## src/rtl/alu_pkg.sv

```systemverilog
// Shared definitions for the ALU, its request arbiter and the benches that drive them.
package alu_pkg;

    localparam int unsigned ALU_N = 8;

    typedef enum logic [1:0] {
        S_IDLE,
        S_ISSUE,
        S_CAPTURE,
        S_RESP
    } state_t;

    localparam logic [2:0] OP_ADD = 3'b000;
    localparam logic [2:0] OP_SUB = 3'b001;
    localparam logic [2:0] OP_AND = 3'b010;
    localparam logic [2:0] OP_OR  = 3'b011;
    localparam logic [2:0] OP_XOR = 3'b100;
    localparam logic [2:0] OP_SHL = 3'b101;

endpackage

```

## src/rtl/alu_arbiter_rr.sv

```systemverilog
// Combinational round-robin pick: first asserted request at or above ptr, wrapping modulo NREQ.
module rr_arbiter #(
    parameter int unsigned NREQ = 2,
    parameter int unsigned IDW  = $clog2(NREQ)
) (
    input  logic [NREQ-1:0] req,
    input  logic [IDW-1:0]  ptr,
    output logic [NREQ-1:0] grant,
    output logic [IDW-1:0]  idx
);

    int unsigned j;
    logic        found;

    always_comb begin
        grant = '0;
        idx   = '0;
        found = 1'b0;
        j     = 0;
        for (int unsigned k = 0; k < NREQ; k++) begin
            j = 32'(ptr) + k;
            if (j >= NREQ) j = j - NREQ;
            if (!found && req[IDW'(j)]) begin
                grant[IDW'(j)] = 1'b1;
                idx            = IDW'(j);
                found          = 1'b1;
            end
        end
    end

endmodule

```

## src/rtl/alu_arbiter.sv

```systemverilog
// Shares one registered ALU between NREQ requesters; one transaction at a time, round-robin order.
module alu_arbiter
    import alu_pkg::*;
#(
    parameter int unsigned N    = ALU_N,
    parameter int unsigned NREQ = 2,
    parameter int unsigned IDW  = $clog2(NREQ)
) (
    input  logic            clk,
    input  logic            rst,
    input  logic [NREQ-1:0] req_valid,
    output logic [NREQ-1:0] req_ready,
    input  logic [NREQ*N-1:0] req_a,
    input  logic [NREQ*N-1:0] req_b,
    input  logic [NREQ*3-1:0] req_op,
    output logic [N-1:0]    alu_a,
    output logic [N-1:0]    alu_b,
    output logic [2:0]      alu_op,
    output logic            alu_en,
    input  logic [N-1:0]    alu_result,
    input  logic            alu_carry,
    input  logic            alu_zero,
    output logic            rsp_valid,
    input  logic            rsp_ready,
    output logic [IDW-1:0]  rsp_id,
    output logic [N-1:0]    rsp_result,
    output logic            rsp_carry,
    output logic            rsp_zero
);

    state_t          state;
    logic [IDW-1:0]  ptr;
    logic [NREQ-1:0] grant;
    logic [IDW-1:0]  win;
    logic [N-1:0]    sel_a;
    logic [N-1:0]    sel_b;
    logic [2:0]      sel_op;

    rr_arbiter #(
        .NREQ (NREQ),
        .IDW  (IDW)
    ) u_rr (
        .req   (req_valid),
        .ptr   (ptr),
        .grant (grant),
        .idx   (win)
    );

    // Gated by rst so the grant is low throughout reset, not just after the first edge.
    assign req_ready = (state == S_IDLE && !rst) ? grant : '0;

    always_comb begin
        sel_a  = '0;
        sel_b  = '0;
        sel_op = '0;
        for (int unsigned i = 0; i < NREQ; i++) begin
            if (grant[i]) begin
                sel_a  = req_a[i*N +: N];
                sel_b  = req_b[i*N +: N];
                sel_op = req_op[i*3 +: 3];
            end
        end
    end

    always_ff @(posedge clk or posedge rst) begin
        if (rst) begin
            state      <= S_IDLE;
            ptr        <= '0;
            alu_a      <= '0;
            alu_b      <= '0;
            alu_op     <= '0;
            alu_en     <= 1'b0;
            rsp_valid  <= 1'b0;
            rsp_id     <= '0;
            rsp_result <= '0;
            rsp_carry  <= 1'b0;
            rsp_zero   <= 1'b0;
        end else begin
            case (state)
                S_IDLE: begin
                    if (|req_valid) begin
                        alu_a  <= sel_a;
                        alu_b  <= sel_b;
                        alu_op <= sel_op;
                        alu_en <= 1'b1;
                        rsp_id <= win;
                        ptr    <= (win == IDW'(NREQ - 1)) ? '0 : win + IDW'(1);
                        state  <= S_ISSUE;
                    end
                end
                S_ISSUE: begin
                    alu_en <= 1'b0;
                    state  <= S_CAPTURE;
                end
                S_CAPTURE: begin
                    rsp_result <= alu_result;
                    rsp_carry  <= alu_carry;
                    rsp_zero   <= alu_zero;
                    rsp_valid  <= 1'b1;
                    state      <= S_RESP;
                end
                S_RESP: begin
                    if (rsp_ready) begin
                        rsp_valid <= 1'b0;
                        state     <= S_IDLE;
                    end
                end
                default: state <= S_IDLE;
            endcase
        end
    end

endmodule

```

## config.mk

```make
export PLATFORM = sky130hd
export DESIGN_NAME = alu_arbiter
export DESIGN_NICKNAME = d
export VERILOG_FILES = /design/src/rtl/alu_pkg.sv /design/src/rtl/alu_arbiter_rr.sv /design/src/rtl/alu_arbiter.sv
export SDC_FILE = /design/constraint.sdc
export NUM_CORES = 1
export LEC_CHECK = 0
export BUFFER_PORTS_ARGS = -buffer_cell sky130_fd_sc_hd__buf_2
export CORE_ASPECT_RATIO = 0.6
export CORE_MARGIN = 10
export CORE_UTILIZATION = 46
export CTS_BUF_LIST = sky130_fd_sc_hd__clkbuf_4 sky130_fd_sc_hd__clkbuf_8
export DETAILED_ROUTE_END_ITERATION = 8
export HOLD_SLACK_MARGIN = 0.05
export PLACE_DENSITY = 0.82
export SKIP_CTS_REPAIR_TIMING = 1
export SYNTH_ARGS = -nofsm -noshare
export SYNTH_HDL_FRONTEND = slang
export SYNTH_SLANG_ARGS = --single-unit
```

## constraint.sdc

```tcl
create_clock -name clk -period 1.7 [get_ports clk]
set_input_delay 0.17 -clock clk [delete_from_list [all_inputs] [get_ports clk]]
set_output_delay 0.17 -clock clk [all_outputs]
set_load 0.02 [all_outputs]
```

Yosys cells after proc, flatten, opt, wreduce, memory -nomap -nowiden

Index checks and enable logic that the tools add are counted.

Equality and inequality tests: 5
Bitwise gates (word level): 1
Order comparisons: 6
Add/sub/neg operators: 4
Reductions and logical operators: 14
Mux-type cells: 30

Operators by type and width:

| operator                                                                            | number |
|---|---|
| 8-bit two-way mux                                                                   | 4 |
| 1-bit two-way mux                                                                   | 14 |
| 2-bit two-way mux                                                                   | 5 |
| 2-bit case mux with 4 select lines                                                  | 1 |
| 2-bit AND reduction                                                                 | 4 |
| 3-bit two-way mux                                                                   | 2 |
| 2-bit equality test, second input constant                                          | 2 |
| 1-bit logical AND                                                                   | 4 |
| 1-bit by 2-bit less-than comparator with 1-bit output, second input constant        | 2 |
| 1-bit case mux with 2 select lines                                                  | 2 |
| 2-bit nonzero test                                                                  | 2 |
| 1-bit by 1-bit adder with 2-bit output, second input constant                       | 1 |
| 1-bit demux with 1-bit select                                                       | 2 |
| 2-bit by 1-bit equality test with 1-bit output, second input constant               | 1 |
| 1-bit greater-or-equal comparator, second input constant                            | 2 |
| 1-bit by 2-bit greater-or-equal comparator with 1-bit output, second input constant | 1 |
| 2-bit greater-or-equal comparator, second input constant                            | 1 |
| 1-bit zero test                                                                     | 2 |
| 2-bit zero test                                                                     | 1 |
| 2-bit by 1-bit inequality test with 1-bit output, second input constant             | 1 |
| 2-bit inequality test, second input constant                                        | 1 |
| 2-bit OR                                                                            | 1 |
| 2-bit OR reduction                                                                  | 1 |
| 1-bit subtractor, second input constant                                             | 2 |
| 1-bit adder, second input constant                                                  | 1 |

Flip-flop bits (word level): 35
Output and inout port bits: 34
Input port bits: 53

Depth between registers and ports, before layout

Word-level depth: 11
Depth in mapped cells: 6
Depth with buffers taken out: 5

Hierarchy

A second synthesis with hierarchy kept.

Cell total of the unflattened synthesis: 142
Area total of the unflattened synthesis: 1695.4 µm²

By module, submodules not included:

| module      | cells an instance | instances | sequential area each (µm²) | area an instance (µm²) |
|---|---|---|---|---|
| alu_arbiter | 138               | 1         | 875.8                      | 1665.3 |
| rr_arbiter  | 4                 | 1         | 0.0                        | 30.0 |

Least setup slack after synthesis

No wires, ideal clock.

Path kind: input to output
Start point: in rst
End point: out req_ready[1]
Buffers on the path: 0
Slack: 0.141 ns
Stages: 2
Data arrival time: 1.389 ns
Cell sequence: inv_1 and4_2

Word-level cells in the longest chain between the ends: 3

Ends and longest elaborated chain:

| what                      | line              | text |
|---|---|---|
| start: declaration        | alu_arbiter.sv:10 | `input logic rst,` |
| 1-bit zero test (no line) | --                |  |
| 1-bit logical AND         | alu_arbiter.sv:50 | `assign req_ready = (state == S_IDLE && !rst) ? grant : '0;` |
| 2-bit two-way mux         | alu_arbiter.sv:50 |  |
| end: declaration          | alu_arbiter.sv:12 | `output logic [NREQ-1:0] req_ready,` |

No other way between the ends.

Worst setup path in the final report

Start point: reg state[0]
End point: out req_ready[1]

Word-level cells in the longest chain between the ends: 3

Ends and longest elaborated chain:

| what                     | line              | text |
|---|---|---|
| start: declaration       | alu_arbiter.sv:31 | `state_t state;` |
| start signal: assignment | alu_arbiter.sv:67 | `state <= S_IDLE;` |
| start signal: assignment | alu_arbiter.sv:88 | `state <= S_ISSUE;` |
| start signal: assignment | alu_arbiter.sv:93 | `state <= S_CAPTURE;` |
| 2-bit zero test          | alu_arbiter.sv:50 |  |
| 1-bit logical AND        | alu_arbiter.sv:50 |  |
| 2-bit two-way mux        | alu_arbiter.sv:50 |  |

No other way between the ends.

==> summary.txt <==
Place
  – Pre-CTS setup slack: ~0.15 ns
  – Placed inst area: about 0.0021 mm^2
  – Global placer's final weighted congestion: slightly above 0.8
  – Port Buffers: 86
  – Post-DP HPWL: between 3000 and 4000 um

STA
  – Final worst setup slack: between 0.03 and 0.04 ns
  – Minimum clock period: ~1.7 ns
  – Fmax: around 0.6 GHz
  – Slew margin rel.: 0.472
  – Final Hold Violating Endpoints: 0
  – Final setup fails: 0
  – Tcrit/Tclk final: 0.977
  – Worst-margin pin slew: roughly 0.79 ns
  – Final Max Slew Viols: 0
  – Setup Skew: about 0.0035 ns

Pwr
  – P per Cell Area: slightly above 2000 mW/mm^2
  – Final Power: roughly 0.0046 W
  – Worst VDD drop: 0.00106 V
  – Pleak: between 1 and 1.5 nW

Routing
  – Wire per inst: approximately 18 um
  – Final wirelength: about 4800 um
  – Via density per instance: around 5.2
  – Vias: approximately 1400
  – Post-route DRC violation count: 0
  – DR pass1 iterations: 4
  – Post-DRT Antenna Nets: 0
  – DR iter-0 viols: 74

Finish
  – Design area: between 0.002 and 0.0025 mm^2
  – Synth-to-Final Area Change: 42.1%
  – Most common cell after layout, fill and taps aside: buf_2
  – Fillcell total: between 200 and 300
  – Antenna Cells: 0
  – Share of layout cells above drive strength 1: 0.594
  – Final Core Density: 0.689
  – Most frequent cells in the layout: buf_2, dfrtp_1, and3_1, mux2_2
  – Final #Nets: between 200 and 300

Synth
  – Post-synth top area share: 0.550
  – Adder-Cell Fraction of Synth Area: 0.0393
  – Area leader, netlist: dfrtp_1
  – Synth Net Count: about 180
  – Area contributors post-synth: dfrtp_1, mux2_2, and3_1
  – Main combinational cell family by area after synthesis: compound AO/OA/AOI/OAI gates
  – Mux contribution to synthesized area: 0.0841
  – Mean Syn Cell Area: 12.7 um^2
  – FF+latch count, synth: 35
  – Synth warnings: 0
  – Synth Area in Compound Gates: 0.171
  – Post-synthesis xor/xnor area fraction: 0
  – Cells after synthesis: 125
  – Cell variety after synth: 26
  – Sequential cell area fraction in the yosys report: 0.550
  – Mapped cell area: 0.00159 mm^2
  – Synth Area in Simple Gates: 0.108

Floorplanning
  – Cell row count: 16
  – Die area: 0.00629 mm^2
  – Die height: 65.6 um
  – IO Pins: between 80 and 90
  – Die Wd: about 96 um
  – CORE AREA: between 0.003 and 0.004 mm^2
  – Initial Util: 0.485

Setup path
  – Crit-path max FO: 6
  – Critical path required time: approximately 1.5 ns
  – CP Capture Type: output pin
  – Critical path type: register to output pin
  – Critical path arrival: ~1.5 ns
  – Critical Path Start Type: register

Worst hold path
  – Worst Hold Class: input port to register

Run status
  – Outcome: complete, no violations

Clock network
  – Clock sinks: 35
  – Worst-Skew Late Latency: between 0.2 and 0.3 ns
  – Max clock buf depth: 2
  – CTS H-tree lvls: 2
  – Num CTS Buffers: 5
  – CTS tree: done
  – Clock slew at reported path FFs: 0.07 ns
  – Root buffer cell: clkbuf_8

Global route
  – GRT Overall Usage: 0.153
  – First-pass GRT wire length: between 7000 and 8000 um
  – Number of global-route vias before repair: approximately 1500
  – Global route total overflow: 0
  – Initial antenna violation count: 0
  – Maximum number of pins on one net before global-route repair: 29

Job
  – Max Cap Violations: 0
## worst paths after layout
check,from,to,slack (ns),cells past startpoint
setup / recovery,state[0]$_DFFE_PP0P_,req_ready[1],0.04,5
hold / removal,rsp_ready,rsp_valid$_DFFE_PP0P_,0.1,2
setup reg to reg,state[1]$_DFFE_PP0P_,state[1]$_DFFE_PP0P_,0.13,5
hold reg to reg,rsp_id$_DFFE_PP0P_,rsp_id$_DFFE_PP0P_,0.49,1
max in group asynchronous,rst,rsp_valid$_DFFE_PP0P_,0.83,4
min in group asynchronous,rst,alu_b[2]$_DFFE_PP0P_,0.51,4
## cells by family (layout without fill, tap and decap cells)
group / after synthesis / count (layout)
flops: 35 / 35
compound gates: 30 / 30
buf+inv: 14 / 108
mux: 12 / 12
fa+ha+maj: 5 / 5
simple gates: 29 / 29
## power by group
| group | total [W] | leakage (nW) | internal (W) | switching (W) |
|---|---|---|---|---|
| sequential | 0.00147 | 0.419 | 0.00125 | 0.000224 |
| clock | 0.000902 | 0.0644 | 0.000585 | 0.000317 |
| combinational | 0.00223 | 0.725 | 0.00101 | 0.00122 |
## flip-flops by register name, summed over array words and instances (netlist names)
| name | flops |
|---|---|
| rsp_carry | 1 |
| alu_en | 1 |
| ptr | 1 |
| rsp_zero | 1 |
| rsp_id | 1 |
| alu_b | 8 |
| alu_a | 8 |
| rsp_result | 8 |
| state | 2 |
| rsp_valid | 1 |
| alu_op | 3 |
## per-layer routing
metal	track usage	up-vias	routed length, um
li1	-	659	-
met1	0.180	667	2000
met2	0.254	52	2400
met3	0.0646	4	349
met4	0.0330	0	23
met5	0	-	0
## cell usage after synthesis
| cell | n |
|---|---|
| dfrtp_1 | 35 |
| and3_1 | 17 |
| mux2_2 | 11 |
| a221o_1 | 8 |
| a221o_2 | 8 |
| nor2_1 | 8 |
| ha_1 | 5 |
| inv_1 | 5 |
| a21oi_1 | 4 |
| clkbuf_1 | 4 |
| a32oi_1 | 3 |
| buf_2 | 2 |
| o22ai_1 | 2 |
| a21boi_0 | 1 |
| a21boi_2 | 1 |
| a21o_2 | 1 |
| and3_4 | 1 |
| and4_2 | 1 |
| buf_1 | 1 |
| buf_6 | 1 |
| buf_8 | 1 |
| mux2i_1 | 1 |
| nand2b_2 | 1 |
| nor2b_1 | 1 |
| o21a_1 | 1 |
| o21ai_2 | 1 |
## critical path, stage by stage (launching register included)
cell	delay [ns]
dfrtp_1	0.41
inv_2	0.11
ha_4	0.18
buf_4	0.14
and4_2	0.22
buf_4	0.14
## stage by stage
| stage | cells | setup TNS [ns] | hold slack, ns |
|---|---|---|---|
| floorplan | 125 | 0 | 0.279 |
| global placement | 253 | 0 | 0.268 |
| detailed placement | 253 | 0 | 0.269 |
| CTS | 261 | -0.300 | -0.0478 |
| global route | 264 | -0.00673 | 0.0901 |
| finish | 264 | 0 | 0.0963 |
## area by class of cell
class / count / area, um^2 / area share
Sequential cell: 35 / 876 / 0.387
Multi-Input combinational cell: 76 / 654 / 0.289
Timing Repair Buffer: 95 / 519 / 0.230
Clock buffer: 5 / 68.8 / 0.0304
Clock inverter: 3 / 67.6 / 0.0299
Tap cell: 45 / 56.3 / 0.0249
Inverter: 5 / 18.8 / 0.00830
Power figures use the tool's default switching activity.
